`src/rtl/prom_port_arbiter.sv`:
```
// prom_port_arbiter: round-robin sharing of one single-cycle PROM RAM port between two requesters
//   clk, rst_n            clock, asynchronous active-low reset
//   req_*                 per-requester valid/ready request (we, addr, wdata)
//   rsp_*                 per-requester held response (valid/ready, rdata, err)
//   ram_*                 shared synchronous RAM port, rdata valid the cycle after ram_en
module prom_port_arbiter #(
  parameter int ADDR_BITS  = 15,
  parameter int DATA_WIDTH = 8,
  parameter int PROM_DEPTH = 20480
) (
  input  logic                  clk,
  input  logic                  rst_n,
  input  logic [1:0]            req_valid,
  output logic [1:0]            req_ready,
  input  logic [1:0]            req_we,
  input  logic [ADDR_BITS-1:0]  req0_addr,
  input  logic [ADDR_BITS-1:0]  req1_addr,
  input  logic [DATA_WIDTH-1:0] req0_wdata,
  input  logic [DATA_WIDTH-1:0] req1_wdata,
  output logic [1:0]            rsp_valid,
  input  logic [1:0]            rsp_ready,
  output logic [DATA_WIDTH-1:0] rsp0_rdata,
  output logic [DATA_WIDTH-1:0] rsp1_rdata,
  output logic [1:0]            rsp_err,
  output logic                  ram_en,
  output logic                  ram_we,
  output logic [ADDR_BITS-1:0]  ram_addr,
  output logic [DATA_WIDTH-1:0] ram_wdata,
  input  logic [DATA_WIDTH-1:0] ram_rdata
);
  localparam logic [ADDR_BITS:0] DEPTH = PROM_DEPTH[ADDR_BITS:0];
  logic [1:0] inflight, we_l, err_l, elig;
  logic last_grant, g, any_grant, in_range;
  logic [ADDR_BITS-1:0] addr_g;
  logic [DATA_WIDTH-1:0] wdata_g;
  logic [DATA_WIDTH-1:0] rdata_q [2];
  // a requester with a held, unaccepted response cannot issue again
  assign elig = req_valid & ~inflight & (~rsp_valid | rsp_ready);
  always_comb begin
    g         = (elig == 2'b11) ? ~last_grant : elig[1];
    any_grant = rst_n && (|elig);
    req_ready = any_grant ? (g ? 2'b10 : 2'b01) : 2'b00;
    addr_g    = g ? req1_addr : req0_addr;
    wdata_g   = g ? req1_wdata : req0_wdata;
    in_range  = {1'b0, addr_g} < DEPTH;
    ram_en    = any_grant && in_range;
    ram_we    = ram_en && req_we[g];
    ram_addr  = any_grant ? addr_g : '0;
    ram_wdata = any_grant ? wdata_g : '0;
  end
  always_ff @(posedge clk or negedge rst_n) begin
    if (!rst_n) begin
      last_grant <= 1'b1;
      inflight   <= '0;
      we_l       <= '0;
      err_l      <= '0;
      rsp_valid  <= '0;
      rsp_err    <= '0;
      rdata_q[0] <= '0;
      rdata_q[1] <= '0;
    end else begin
      if (any_grant) last_grant <= g;
      for (int i = 0; i < 2; i++) begin
        if (req_ready[i]) begin
          inflight[i] <= 1'b1;
          we_l[i]     <= req_we[i];
          err_l[i]    <= !in_range;
        end else if (inflight[i]) begin
          inflight[i] <= 1'b0;
        end
        // ram_rdata belongs to this requester only in the cycle after its grant
        if (inflight[i]) begin
          rsp_valid[i] <= 1'b1;
          rsp_err[i]   <= err_l[i];
          rdata_q[i]   <= (we_l[i] || err_l[i]) ? '0 : ram_rdata;
        end else if (rsp_ready[i]) begin
          rsp_valid[i] <= 1'b0;
        end
      end
    end
  end
  assign rsp0_rdata = rdata_q[0];
  assign rsp1_rdata = rdata_q[1];
endmodule

```
`config.mk`:
```
export PLATFORM = sky130hd
export DESIGN_NAME = prom_port_arbiter
export DESIGN_NICKNAME = d
export VERILOG_FILES = /design/src/rtl/prom_port_arbiter.sv
export SDC_FILE = /design/constraint.sdc
export NUM_CORES = 1
export LEC_CHECK = 0
export BUFFER_PORTS_ARGS = -buffer_cell sky130_fd_sc_hd__buf_2
export CAP_MARGIN = 20
export CORE_UTILIZATION = 38
export DETAILED_ROUTE_END_ITERATION = 8
export MAX_ROUTING_LAYER = met4
export PLACE_DENSITY = 0.76
export SYNTH_ARGS = -nofsm -noshare
export SYNTH_HDL_FRONTEND = slang
export SYNTH_SLANG_ARGS = --single-unit
```
`constraint.sdc`:
```
create_clock -name clk -period 1.56 [get_ports clk]
set_clock_uncertainty 0.2 [all_clocks]
set_input_delay 0.078 -clock clk [delete_from_list [all_inputs] [get_ports clk]]
set_output_delay 0.078 -clock clk [all_outputs]
set_load 0.02 [all_outputs]
```
==> metrics.cfg, run 1 <==
[setup_path]
worstPathRequired_ns=1.28
critPathMaxFanout=10
endpoint_kind=primary output
crit_type=reg -> out
crit_path_start_kind=register
crit_arrival_ns=1.70

[power_and_ir_drop]
p_clk_share_pct=12.5
p_leak_nw=1.542
p_comb_share_pct=55.5
p_sw_share_pct=41.29
power.internal_mw=1.924
share_seq_of_total_power_pct=32.0
powerDensity_nw_per_um2=1023
peakVddDrop_mv=0.8518
p_switching_mw=1.354

[worst_hold_path]
hold_class=in -> async

[floorplan]
dieArea_sq_um=4672
core_sq_um=4115
io_pins=109
fp-row-count=23
die_h_um=68.35
die_x_um=68.35
initial_utilization_pct=40.65

[place]
place.port_buffers=108
dp.cells=356
place_area_sq_um=2601
place.gp.congestion=0.8254
hpwl_um=3851

[clocking]
clkTransAtPathRegs_ns=0.10
root_buffer=clkbuf_8
cts_tree=done
htree_num_levels=1
clock_path_buffers=2
numCtsBuffers=3
cts.sinks=27
clock_latency_ns=0.28

[final_layout]
stdcell_area_sq_um=3204
fin_cells=388
antenna_cells=0
fin_util_pct=77.87
nets=401
area_growth_pct=91.55
drive_gt1_share_pct=61.54

[route]
viasPerCell=5.320
wl_met1_um=2798
drt_pass1_iterations=4
finalWirelength_um=6562
dr_wl_met3_um=212
wire_per_inst_um=16.91
drt_iter0_drc=107
wl_met2_um=3440
highest_layer=met4
vias=2064
drc_errors=0
antenna_left=0

[sta]
fin_setup_tns_ns=-10.62
setup_slack_ns=-0.4159
slew_viol_final=0
setup_violations=33
final.period_utilization_pct=126.7
rsz0062_at_grt=true
worstMarginPinSlew_ns=0.5041
hold_viol_final=0
slew_headroom_pct=66.29
fmax_ghz=0.5061
period_minus_slack_ns=1.976

[logic_synthesis]
ys_seq_area_share_pct=40.46
synth-main-ff-cell=dfrtp_1
async_reset_ff_share_pct=100.0
syn_area_per_cell_sq_um=8.668
synth_top_cell_area_share_pct=38.89
synth.most_common_cell=nand3_1
synth_area_sq_um=1673
yosys-top-cells-area=dfrtp_1, nand3_1, a21boi_0
synthTopCellsByCount=nand3_1, dfrtp_1, a21boi_0
ys_types=26
synthesis.nets=255
synth-seq-cells=27
syn_inst=193
synth_edf_count=0
yosysWarnings=0
yosys.area.top_type=dfrtp_1

[global_routing]
grt_max_degree=22
grt_pass1_vias=1774
grt_pass1_wl_um=8238
grtUsageTotal_pct=24.74
overflow=0
antenna_found_initial=0

[status]
status=finished, violations left
violations=negative setup slack

[run]
cap_violations=0

-- repair_timing --
item | in CTS | in global routing
hold buffers | 14 | 2
setup buffers | 9 | 2
resized for setup | 54 | 22
setup endpoints to repair | 31 | 34
hold endpoints to repair | 48 | 5
pin swaps | 4 | 6
gates cloned | 0 | 2
-- critical path: stages, from the launching register on --
cell and delay [ns]:
dfrtp_2 0.44, nand2b_4 0.08, buf_4 0.12, nand4b_4 0.20, clkbuf_16 0.24, nand3_1 0.12
a21boi_2 0.06, buf_4 0.16
-- sequential cells by signal, summed over array words and instances, names as in the netlist --
signal and cells:
rsp_err 2, last_grant 1, rsp_valid 2, inflight 2, we_l 2, rsp0_rdata 8
rsp1_rdata 8, err_l 2
-- routing by layer --
metal | vias up | GRT usage (%)
met5 | - | -
met4 | 0 | 7.292
met3 | 12 | 5.000
met2 | 66 | 39.34
met1 | 1015 | 31.58
li1 | 971 | -
-- path summary, 6_finish.rpt --
check                                    from            end  slack (ns)  depth (start not counted)
max in group asynchronous               rst_n   rsp_valid[0]        0.19                          4
worst min register to register     rsp_err[1]     rsp_err[1]        0.31                          1
worst min-delay path                    rst_n  rsp1_rdata[1]        0.02                          4
worst max-delay path             rsp_valid[0]    ram_addr[9]       -0.42                          7
worst max register to register    inflight[1]        we_l[0]       -0.26                          7
min in group clk                req0_addr[14]       err_l[0]        0.05                          3
-- power by group through the flow --
stage               combinational, mW  clock (mW)  sequential [mW]
global placement                 1.45           0             1.05
CTS                              1.66       0.415             1.04
finish                           1.82       0.410             1.05
global route                     1.94       0.437             1.07
floorplan                       0.715           0             1.25
detailed placement               1.47           0             1.06
-- area by class of cell --
class	count	area [sq um]
Clock buffer	3	41.29
Clock inverter	1	5.005
Timing Repair Buffer	158	1239
Fill cell	264	910.9
Multi-Input combinational cell	131	1111
Sequential cell	27	678.2
Inverter	18	67.56
Tap cell	50	62.56
-- per-stage QoR --
| step | power (mW) | hold slack [ns] | setup WS (ns) |
|---|---|---|---|
| 2_1_floorplan | 1.967 | -0.4176 | -0.1388 |
| 3_5_place_dp | 2.532 | -0.2232 | -0.1219 |
| 3_3_place_gp | 2.499 | -0.2276 | -0.09471 |
| 4_1_cts | 3.119 | 0.02310 | -0.3282 |
| 5_1_grt | 3.449 | 0.03205 | -0.4853 |
| 6_report | 3.278 | 0.02401 | -0.4159 |
-- cells by family (layout without fill, tap and decap cells) --
| kind of cell | Yosys count | in the layout | synth area share, % |
|---|---|---|---|
| AO/OA/AOI/OAI | 45 | 45 | 17.20 |
| buffers and inverters | 35 | 180 | 10.40 |
| flip-flops | 27 | 27 | 40.46 |
| multiplexers | 6 | 6 | 4.338 |
| AND/OR/NAND/NOR | 80 | 80 | 27.60 |
-- cell usage in the layout, fill, tap and decap left out, drive strengths merged, types with 2 or more instances in the layout --
cell type	Yosys	layout
nand2b	4	4
a21boi	24	24
nor2	2	2
dlymetal6s4s	0	3
inv	18	18
clkbuf	5	5
mux2i	2	2
nand3	65	65
buf	12	140
and3	2	2
o21ai	18	18
nand2	2	2
dfrtp	26	26
mux2	4	4
dlygate4sd3	0	13
Power figures use the tool's default switching activity.
==> inputs of run 2 (changes only) <==
- CORE_MARGIN: default -> 5
==> metrics.cfg, run 2 (synthesized netlist as in run 1, its figures left out) <==
[sta]
worstMarginPinSlew_ns=0.2939
rsz0062_at_grt=true
setup_violations=32
fmax_ghz=0.5155
slew_viol_final=0
hold_viol_final=0
period_minus_slack_ns=1.940
fin_setup_tns_ns=-9.406
slew_headroom_pct=80.20
setup_slack_ns=-0.3799
final.period_utilization_pct=124.4

[setup_path]
crit_type=reg -> out
rr_worst_depth=6
crit_path_start_kind=register
crit_arrival_ns=1.66
critPathMaxFanout=16
slowest_stage=dfrtp_2
critPathMaxStageDelay_ns=0.43
endpoint_kind=primary output
worstPathRequired_ns=1.28
crit_chain=nand2b_4 > and3b_2 > buf_12 > nand3_2 > a21boi_4 > buf_6

[floorplan]
dieArea_sq_um=5829
fp-row-count=24
die_x_um=76.35
io_pins=109
core_sq_um=4324
initial_utilization_pct=38.69
die_h_um=76.35

[power_and_ir_drop]
share_seq_of_total_power_pct=31.7
p_clk_share_pct=12.2
p_switching_mw=1.385
powerDensity_nw_per_um2=1033
power.internal_mw=1.947
p_comb_share_pct=56.1
peakVddDrop_mv=0.7652
p_sw_share_pct=41.56
p_leak_nw=1.540

[clocking]
htree_num_levels=1
clock_latency_ns=0.28
numCtsBuffers=3
clock_path_buffers=2
root_buffer=clkbuf_8
cts_tree=done
clkTransAtPathRegs_ns=0.10
cts.sinks=27

[route]
wire_per_inst_um=17.71
drt_pass1_iterations=4
drt_iter0_drc=93
vias=2090
finalWirelength_um=6924
viasPerCell=5.345
drc_errors=0
antenna_left=0

[status]
violations=negative setup slack
status=finished, violations left

[place]
place.gp.congestion=0.7823
place_area_sq_um=2614
hpwl_um=4272
dp.cells=361
place.port_buffers=108

[run]
cap_violations=0

[final_layout]
fin_cells=391
fin_util_pct=74.57
stdcell_area_sq_um=3224
final_common_cell=buf_2
antenna_cells=0
nets=402
drive_gt1_share_pct=62.83
final_cell_mix=buf_2, nand3_1, buf_4, dfrtp_1, buf_6
n_fill_cell=299
area_growth_pct=92.74

[worst_hold_path]
hold_class=in -> async

[global_routing]
grt_pass1_wl_um=10390
antenna_found_initial=0
grt_max_degree=34
overflow=0
grt_pass1_vias=2144
grtUsageTotal_pct=22.20

## run 2: cell type report
type | count | area [sq um] | share of cell area [%]
flip-flops and latches | 27 | 678.2 | 21.03
well taps | 52 | 65.06 | 2.018
repair buffers | 159 | 1237 | 38.38
clock buffers | 3 | 41.29 | 1.281
inverters | 18 | 67.56 | 2.095
multi-input cells | 131 | 1127 | 34.96
clock inverters | 1 | 7.507 | 0.2328
## run 2: stage by stage
stage	worst slack, ns	hold slack (ns)	total power [mW]
2_1_floorplan	-0.1388	-0.4176	1.967
3_3_place_gp	-0.06992	-0.2343	2.541
3_5_place_dp	-0.07852	-0.2309	2.583
4_1_cts	-0.3171	0.001276	3.204
5_1_grt	-0.4325	0.01874	3.504
6_report	-0.3799	0.003479	3.332
## run 2: worst max-delay path, delay by kind of cell (launching register included)
family,cells,cell delay (ns)
compound gates,1,0.18
buf+inv,2,0.31
flops,1,0.43
simple gates,3,0.44
## run 2: path summary, 6_finish.rpt
kind	to	startpoint	slack (ns)
min in group clk	err_l[0]	req0_addr[14]	0.01
min reg2reg	rsp_err[1]	rsp_err[1]	0.32
max in group asynchronous	we_l[0]	rst_n	0.66
max reg2reg	we_l[1]	inflight[1]	-0.19
min	rsp_err[1]	rst_n	0.003
max	ram_addr[5]	rsp_valid[0]	-0.38
## run 2: per-layer routing
layer | wire length (um) | share of wire, % | track usage [%] | vias to the layer above
li1 | - | - | - | 971
met5 | 0 | 0 | - | -
met4 | 318 | 4.6 | 9.091 | 0
met2 | 3660 | 53 | 38.53 | 92
met3 | 328 | 4.7 | 4.019 | 34
met1 | 2616 | 38 | 25.02 | 993
## run 2: power groups by stage
stage / Sequential (mW) / Clock [mW] / Combinational [mW]
floorplan: 1.25 / 0 / 0.715
global placement: 1.04 / 0 / 1.50
detailed placement: 1.05 / 0 / 1.53
CTS: 1.04 / 0.414 / 1.75
global route: 1.08 / 0.438 / 1.99
finish: 1.06 / 0.408 / 1.87
## run 2: repair_timing
item                                    CTS  global route
endpoints found under the setup margin   31            35
pin swaps                                18            10
gates cloned                              1             0
resized for setup                        55            24
setup buffers                             9             2
endpoints found under the hold margin    48             1
hold buffers                             14             1
